<file path="src/rtl/spi_pkg.sv">
// Shared state encoding and mode-bit layout for the frame-based SPI slave.
// Latency: none (types and constants only).
// Backpressure: none.
package spi_pkg;

    typedef enum logic [1:0] {
        ST_IDLE   = 2'd0,
        ST_LOAD   = 2'd1,
        ST_ACTIVE = 2'd2
    } spi_state_e;

    // Bit positions inside the latched {cpol, cpha} mode register
    localparam int unsigned MODE_CPHA_BIT = 0;
    localparam int unsigned MODE_CPOL_BIT = 1;

    localparam int unsigned SYNC_STAGES_DEF = 2;

endpackage

</file>
<file path="src/rtl/spi_sync_edge.sv">
// Multi-flop synchroniser for one asynchronous pin plus rise/fall detection.
// Latency: STAGES cycles to dout; rise/fall are combinational on dout vs. its previous value.
// Backpressure: none, free-running.
module spi_sync_edge
    import spi_pkg::*;
#(
    parameter int unsigned STAGES  = SYNC_STAGES_DEF,
    parameter logic        RST_VAL = 1'b0
) (
    input  logic sys_clk,
    input  logic sys_rst_n,
    input  logic din,
    output logic dout,
    output logic rise,
    output logic fall
);

    logic [STAGES-1:0] sync_q;
    logic [STAGES-1:0] sync_d;
    logic              prev_q;
    logic              prev_d;

    // Shift the pin into the chain and keep a one-cycle-old copy of the output
    always_comb begin
        sync_d = {sync_q[STAGES-2:0], din};
        prev_d = sync_q[STAGES-1];
    end

    // Chain and delayed copy reset to the pin's idle level so no false edge follows reset
    always_ff @(posedge sys_clk) begin
        if (!sys_rst_n) begin
            sync_q <= {STAGES{RST_VAL}};
            prev_q <= RST_VAL;
        end else begin
            sync_q <= sync_d;
            prev_q <= prev_d;
        end
    end

    assign dout = sync_q[STAGES-1];
    assign rise = dout & ~prev_q;
    assign fall = ~dout & prev_q;

endmodule

</file>
<file path="src/rtl/spi_slave_frame.sv">
// Oversampled SPI slave, multi-word frames under one cs, run-time CPOL/CPHA, sys_clk only.
// Latency: pin edge to action SYNC_STAGES+1 cycles; last sampled bit to rx_valid 1 cycle after sync.
// Backpressure: none toward the master; rx_valid held until rx_ready (overrun overwrites), missing tx_valid sends zeros.
module spi_slave_frame
    import spi_pkg::*;
#(
    parameter int unsigned DATA_W      = 8,
    parameter bit          MSB_FIRST   = 1'b1,
    parameter int unsigned SYNC_STAGES = SYNC_STAGES_DEF
) (
    input  logic              sys_clk,
    input  logic              sys_rst_n,
    input  logic              cpol,
    input  logic              cpha,
    input  logic              cs,
    input  logic              sclk,
    input  logic              mosi,
    output logic              miso,
    output logic              miso_oe,
    input  logic [DATA_W-1:0] tx_data,
    input  logic              tx_valid,
    output logic              tx_ready,
    output logic [DATA_W-1:0] rx_data,
    output logic              rx_valid,
    input  logic              rx_ready,
    output logic              frame_start,
    output logic              frame_end,
    output logic              rx_overrun,
    output logic              tx_underrun,
    output logic [7:0]        word_cnt
);

    localparam int unsigned    BCW      = $clog2(DATA_W);
    localparam logic [BCW-1:0] BIT_LAST = BCW'(DATA_W - 1);

    logic cs_s, cs_rise, cs_fall;
    logic sclk_s, sclk_rise, sclk_fall;

    spi_sync_edge #(.STAGES(SYNC_STAGES), .RST_VAL(1'b1)) u_cs_sync (
        .sys_clk(sys_clk), .sys_rst_n(sys_rst_n), .din(cs),
        .dout(cs_s), .rise(cs_rise), .fall(cs_fall)
    );

    spi_sync_edge #(.STAGES(SYNC_STAGES), .RST_VAL(1'b0)) u_sclk_sync (
        .sys_clk(sys_clk), .sys_rst_n(sys_rst_n), .din(sclk),
        .dout(sclk_s), .rise(sclk_rise), .fall(sclk_fall)
    );

    // mosi only needs the same delay as sclk so it is sampled at the matching edge
    logic [SYNC_STAGES-1:0] mosi_sync_q;
    logic [SYNC_STAGES-1:0] mosi_sync_d;
    logic                   mosi_s;

    spi_state_e        state_q, state_d;
    logic [1:0]        mode_q, mode_d;
    logic [DATA_W-1:0] tx_sh_q, tx_sh_d;
    logic [DATA_W-1:0] rx_sh_q, rx_sh_d;
    logic [BCW-1:0]    bit_cnt_q, bit_cnt_d;
    logic              first_q, first_d;
    logic              miso_q, miso_d;
    logic              miso_oe_q, miso_oe_d;
    logic              tx_ready_q, tx_ready_d;
    logic [DATA_W-1:0] rx_data_q, rx_data_d;
    logic              rx_valid_q, rx_valid_d;
    logic              frame_start_q, frame_start_d;
    logic              frame_end_q, frame_end_d;
    logic              rx_overrun_q, rx_overrun_d;
    logic              tx_underrun_q, tx_underrun_d;
    logic [7:0]        word_cnt_q, word_cnt_d;

    logic              cpol_l, cpha_l;
    logic              sclk_edge, lead_edge, trail_edge, sample_edge, shift_edge;
    logic [DATA_W-1:0] rx_word, load_word;
    logic              load_req;

    function automatic logic tx_bit(input logic [DATA_W-1:0] w);
        return MSB_FIRST ? w[DATA_W-1] : w[0];
    endfunction

    function automatic logic [DATA_W-1:0] tx_adv(input logic [DATA_W-1:0] w);
        return MSB_FIRST ? (w << 1) : (w >> 1);
    endfunction

    // Leading/trailing are judged against the cpol captured at frame start, not the live pin
    assign cpol_l      = mode_q[MODE_CPOL_BIT];
    assign cpha_l      = mode_q[MODE_CPHA_BIT];
    assign sclk_edge   = sclk_rise | sclk_fall;
    assign lead_edge   = sclk_edge & (sclk_s != cpol_l);
    assign trail_edge  = sclk_edge & (sclk_s == cpol_l);
    assign sample_edge = cpha_l ? trail_edge : lead_edge;
    assign shift_edge  = cpha_l ? lead_edge : trail_edge;
    assign mosi_s      = mosi_sync_q[SYNC_STAGES-1];
    assign rx_word     = MSB_FIRST ? {rx_sh_q[DATA_W-2:0], mosi_s} : {mosi_s, rx_sh_q[DATA_W-1:1]};
    assign load_word   = tx_valid ? tx_data : '0;

    // mosi synchroniser chain
    always_comb begin
        mosi_sync_d = {mosi_sync_q[SYNC_STAGES-2:0], mosi};
    end

    // Frame FSM, shift registers, handshakes and status pulses
    always_comb begin
        state_d       = state_q;
        mode_d        = mode_q;
        tx_sh_d       = tx_sh_q;
        rx_sh_d       = rx_sh_q;
        bit_cnt_d     = bit_cnt_q;
        first_d       = first_q;
        miso_d        = miso_q;
        miso_oe_d     = miso_oe_q;
        rx_data_d     = rx_data_q;
        rx_valid_d    = rx_valid_q & ~rx_ready;
        word_cnt_d    = word_cnt_q;
        tx_ready_d    = 1'b0;
        tx_underrun_d = 1'b0;
        rx_overrun_d  = 1'b0;
        frame_start_d = 1'b0;
        frame_end_d   = 1'b0;
        load_req      = 1'b0;

        case (state_q)
            ST_IDLE: begin
                if (cs_fall) begin
                    state_d                = ST_LOAD;
                    mode_d[MODE_CPOL_BIT]  = cpol;
                    mode_d[MODE_CPHA_BIT]  = cpha;
                    frame_start_d          = 1'b1;
                    word_cnt_d             = '0;
                    bit_cnt_d              = '0;
                    rx_sh_d                = '0;
                    miso_oe_d              = 1'b1;
                end
            end
            ST_LOAD: begin
                load_req = 1'b1;
                state_d  = ST_ACTIVE;
                // cpha=0 masters sample before any shift edge, so bit 0 must be out now
                first_d  = cpha_l;
                if (!cpha_l) begin
                    miso_d = tx_bit(load_word);
                end
            end
            ST_ACTIVE: begin
                // edges seen while cs is already deasserted belong to no frame
                if (!cs_s && shift_edge) begin
                    if (first_q) begin
                        miso_d  = tx_bit(tx_sh_q);
                        first_d = 1'b0;
                    end else begin
                        tx_sh_d = tx_adv(tx_sh_q);
                        miso_d  = tx_bit(tx_adv(tx_sh_q));
                    end
                end
                if (!cs_s && sample_edge) begin
                    rx_sh_d = rx_word;
                    if (bit_cnt_q == BIT_LAST) begin
                        bit_cnt_d    = '0;
                        rx_data_d    = rx_word;
                        rx_valid_d   = 1'b1;
                        rx_overrun_d = rx_valid_q & ~rx_ready;
                        word_cnt_d   = (word_cnt_q == 8'hFF) ? 8'hFF : word_cnt_q + 8'd1;
                        load_req     = 1'b1;
                        // new word's first bit waits for the next shift edge in both modes
                        first_d      = 1'b1;
                    end else begin
                        bit_cnt_d = bit_cnt_q + BCW'(1);
                    end
                end
            end
            default: state_d = ST_IDLE;
        endcase

        if (load_req) begin
            tx_sh_d       = load_word;
            tx_ready_d    = tx_valid;
            tx_underrun_d = ~tx_valid;
        end

        // cs release ends the frame from any state; a word loaded this cycle is still consumed
        if (cs_rise) begin
            state_d     = ST_IDLE;
            frame_end_d = 1'b1;
            miso_oe_d   = 1'b0;
            miso_d      = 1'b0;
        end
    end

    // State and output registers
    always_ff @(posedge sys_clk) begin
        if (!sys_rst_n) begin
            mosi_sync_q   <= '0;
            state_q       <= ST_IDLE;
            mode_q        <= '0;
            tx_sh_q       <= '0;
            rx_sh_q       <= '0;
            bit_cnt_q     <= '0;
            first_q       <= 1'b0;
            miso_q        <= 1'b0;
            miso_oe_q     <= 1'b0;
            tx_ready_q    <= 1'b0;
            rx_data_q     <= '0;
            rx_valid_q    <= 1'b0;
            frame_start_q <= 1'b0;
            frame_end_q   <= 1'b0;
            rx_overrun_q  <= 1'b0;
            tx_underrun_q <= 1'b0;
            word_cnt_q    <= '0;
        end else begin
            mosi_sync_q   <= mosi_sync_d;
            state_q       <= state_d;
            mode_q        <= mode_d;
            tx_sh_q       <= tx_sh_d;
            rx_sh_q       <= rx_sh_d;
            bit_cnt_q     <= bit_cnt_d;
            first_q       <= first_d;
            miso_q        <= miso_d;
            miso_oe_q     <= miso_oe_d;
            tx_ready_q    <= tx_ready_d;
            rx_data_q     <= rx_data_d;
            rx_valid_q    <= rx_valid_d;
            frame_start_q <= frame_start_d;
            frame_end_q   <= frame_end_d;
            rx_overrun_q  <= rx_overrun_d;
            tx_underrun_q <= tx_underrun_d;
            word_cnt_q    <= word_cnt_d;
        end
    end

    assign miso        = miso_q;
    assign miso_oe     = miso_oe_q;
    assign tx_ready    = tx_ready_q;
    assign rx_data     = rx_data_q;
    assign rx_valid    = rx_valid_q;
    assign frame_start = frame_start_q;
    assign frame_end   = frame_end_q;
    assign rx_overrun  = rx_overrun_q;
    assign tx_underrun = tx_underrun_q;
    assign word_cnt    = word_cnt_q;

endmodule

</file>
<file path="config.mk">
export PLATFORM = sky130hd
export DESIGN_NAME = spi_slave_frame
export DESIGN_NICKNAME = d
export VERILOG_FILES = /design/src/rtl/spi_pkg.sv /design/src/rtl/spi_sync_edge.sv /design/src/rtl/spi_slave_frame.sv
export SDC_FILE = /design/constraint.sdc
export NUM_CORES = 1
export LEC_CHECK = 0
export ABC_AREA = 1
export CORE_MARGIN = 2
export CORE_UTILIZATION = 35
export CTS_CLUSTER_DIAMETER = 150
export CTS_CLUSTER_SIZE = 20
export DETAILED_ROUTE_END_ITERATION = 16
export SETUP_SLACK_MARGIN = 0.5
export SYNTH_ARGS = -nofsm -noshare
export SYNTH_HDL_FRONTEND = slang
export SYNTH_SLANG_ARGS = --single-unit
</file>
<file path="constraint.sdc">
create_clock -name sys_clk -period 2.89 [get_ports sys_clk]
set_clock_uncertainty 0.05 [all_clocks]
set_input_delay 0.578 -clock sys_clk [delete_from_list [all_inputs] [get_ports sys_clk]]
set_output_delay 0.578 -clock sys_clk [all_outputs]
set_load 0.05 [all_outputs]
</file>
==> results.ini <==
[pwr]
seq_power_share_pct = 50.5
max-vdd-ir-drop_mv = 0.192
power_switching_uw = 544
combPwrFrac_pct = 21.8
intPower_uw = 1100
leakage_uw = 0.00133
clkPwrFrac_pct = 27.7
p_per_area_mw_per_mm2 = 532
swShare_pct = 33.1

[critical_path]
timing.rr.start = state_q[0]
worst-endpoint-arrival_ns = 1.59
worst_ep_required_time_ns = 2.26
worstSetupPathDepth = 1
cp_slowest_cell = clkdlybuf4s50_1
end_kind = output pin
rrSetupSlack_ns = 0.90
cp_max_fo = 5
crit_chain = clkdlybuf4s50_1
critPathLaunchType = register
crit_family = buffers and inverters
critical_path_class = register to output pin
cpPeakStageDelay_ns = 0.84
r2r-end = rx_data[2]
rr_worst_depth = 8
critPathBufInv = 1

[clock_network]
insertion_delay_ns = 0.32
ctsResizeCount = 0
clockRootBuffer = clkbuf_8
cts_sinks = 55
cts_tree = done
cts.clk_slew.worst_paths_ns = 0.11
htreeDepth = 2
cts_buffer_depth = 2
cts_made_buffers = 5
post_cts_buffers = 0
cts_hold_buf = 0

[layout]
stdcell_count = 490
fin_nets = 417
diodes = 0
drive_gt1_share_pct = 6.85
area_growth_pct = 23.3

[floorplanning]
core_area_mm2 = 0.00687
die_x_um = 88.5
start_util_pct = 36.4
die_area_mm2 = 0.00783
io_pins = 41
rows = 30
die_height_um = 88.5

[sta]
period_needed_ns = 2.21
slew_violations = 0
post-route-period-util_pct = 76.6
rsz0062_at_grt = false
hold_viol_final = 0
maxSlewHeadroom_pct = 66.1
max_freq_mhz = 452
setup_viol = 0
tns_ns = 0
worst_pin_slew_ns = 0.506

[logic_synthesis]
synth_warnings = 0
synth_area_leaders = dfxtp_1 44%, nand2_1 12%, nor2_1 7.5%
syn_inst = 353
yosysTopAreaCellShare_pct = 44.0
synth_area_mm2 = 0.00250
synth_cell_types = 32
synth_top_area_cell = dfxtp_1
syn_area_per_cell_um2 = 7.08
syn_nets = 377
yosysSeqAreaShare_pct = 44.0
ys_ff_latch = 55

[placed_design]
hpwl_um = 3690
io_buffers = 40
gp_congestion = 0.826
placed_cells = 482

[detailed_routing]
post_drt_via_cell_ratio = 4.54
drt-pass1-iter-count = 5
wl_per_cell_um = 10.5
wl_um = 5140
drc = 0
antenna_left = 0
vias = 2223
dr.first_iter.drc_count = 80

[global_routing]
grt_first_pass_wirelength_um = 8800
grt_overflow_total = 0
grt_max_degree = 28
track_usage_pct = 14.2
grt_pass1_vias = 2006
antenna_found_initial = 0

[min_path]
hold_start = mosi_sync_q[0]
hold_class = register to register
holdPathStages = 2
holdPathEnd = mosi_sync_q[1]

[flow_run]
drv_cap = 0

[run_status]
status = finished clean

registers in the layout, summed over array words and instances (netlist names), 2 cells and up:
register / cells
tx_sh_q: 8
mode_q: 2
u_cs_sync.sync_q: 2
mosi_sync_q: 2
bit_cnt_q: 3
u_sclk_sync.sync_q: 2
state_q: 2
rx_sh_q: 7
word_cnt: 8
rx_data: 8
power groups by stage:
stage               clock network [uW]  registers (uW)  logic (uW)
finish                             455             828         358
global route                       502             834         399
CTS                                474             828         360
detailed placement                   0             845         360
global placement                     0             845         355
floorplan                            0             919         181
per-stage QoR:
stage / utilization [%] / area (um2) / setup WS [ns] / power [uW] / hold slack [ns]
global placement: 43.5 / 2990 / 0.876 / 1200 / 0.343
finish: 44.9 / 3080 / 0.677 / 1640 / 0.371
floorplan: - / 2500 / 1.03 / 1100 / 0.340
CTS: 44.9 / 3080 / 0.664 / 1660 / 0.376
detailed placement: 43.5 / 2990 / 0.888 / 1200 / 0.350
global route: 44.9 / 3080 / 0.590 / 1740 / 0.395
routing by layer:
layer / track usage, % / wire [um] / share of wire [%]
met1: 18.0 / 2570 / 50
met2: 24.1 / 2360 / 46
met3: 2.89 / 160 / 3.1
met4: 5.10 / 49 / 0.95
met5: 0 / 0 / 0
layout make-up:
type / instances / area (um2)
Fill cell: 736 / 3790
Sequential cell: 55 / 1100
Multi-Input combinational cell: 237 / 1150
Timing Repair Buffer: 43 / 423
Clock inverter: 3 / 27.5
Inverter: 51 / 191
Clock buffer: 5 / 68.8
Tap cell: 96 / 120
synthesized netlist by cell type:
cell / number
xor2_1: 1
a211oi_1: 1
clkinv_1: 1
or2_2: 2
clkbuf_1: 5
inv_1: 48
nand4_2: 2
nor4_1: 1
inv_2: 2
o21ai_1: 3
o21ai_2: 1
nand3_1: 21
o21a_1: 2
nand4_1: 4
or2_1: 1
a31oi_1: 1
dfxtp_1: 55
nand3_2: 2
o211ai_1: 1
a21oi_1: 23
nor2_1: 50
a21oi_4: 1
nand2_2: 4
nor3_1: 5
nor2_2: 2
buf_6: 2
xnor2_1: 1
clkbuf_2: 1
buf_2: 2
o21ai_0: 20
nand2_1: 81
ha_1: 7
kinds of logic (layout without fill, tap and decap cells):
family | after synthesis | after routing | synth area share (%)
compound gates | 53 | 53 | 11.7
xor+xnor | 2 | 2 | 0.701
simple gates | 175 | 175 | 30.2
fa+ha+maj | 7 | 7 | 3.50
flops | 55 | 55 | 44.0
buf+inv | 61 | 102 | 9.91
layout by cell type (no fill, tap or decap), types with 2 or more instances in the layout:
master / count
a21oi_1: 23
buf_4: 3
clkbuf_8: 5
clkdlybuf4s50_1: 40
dfxtp_1: 55
ha_1: 7
inv_1: 48
inv_2: 2
nand2_1: 81
nand2_2: 4
nand3_1: 21
nand3_2: 2
nand4_1: 4
nand4_2: 2
nor2_1: 50
nor2_2: 2
nor3_1: 5
o21a_1: 2
o21ai_0: 20
o21ai_1: 3
or2_2: 2
worst max-delay path by stage:
stage / to / startpoint
finish: word_cnt[2] / word_cnt[2]
CTS: word_cnt[2] / word_cnt[2]
floorplan: word_cnt[5] / word_cnt[0]
global route: rx_data[2] / state_q[0]
global placement: state_q[1] / sys_rst_n
detailed placement: state_q[1] / sys_rst_n
Power figures use the tool's default switching activity.
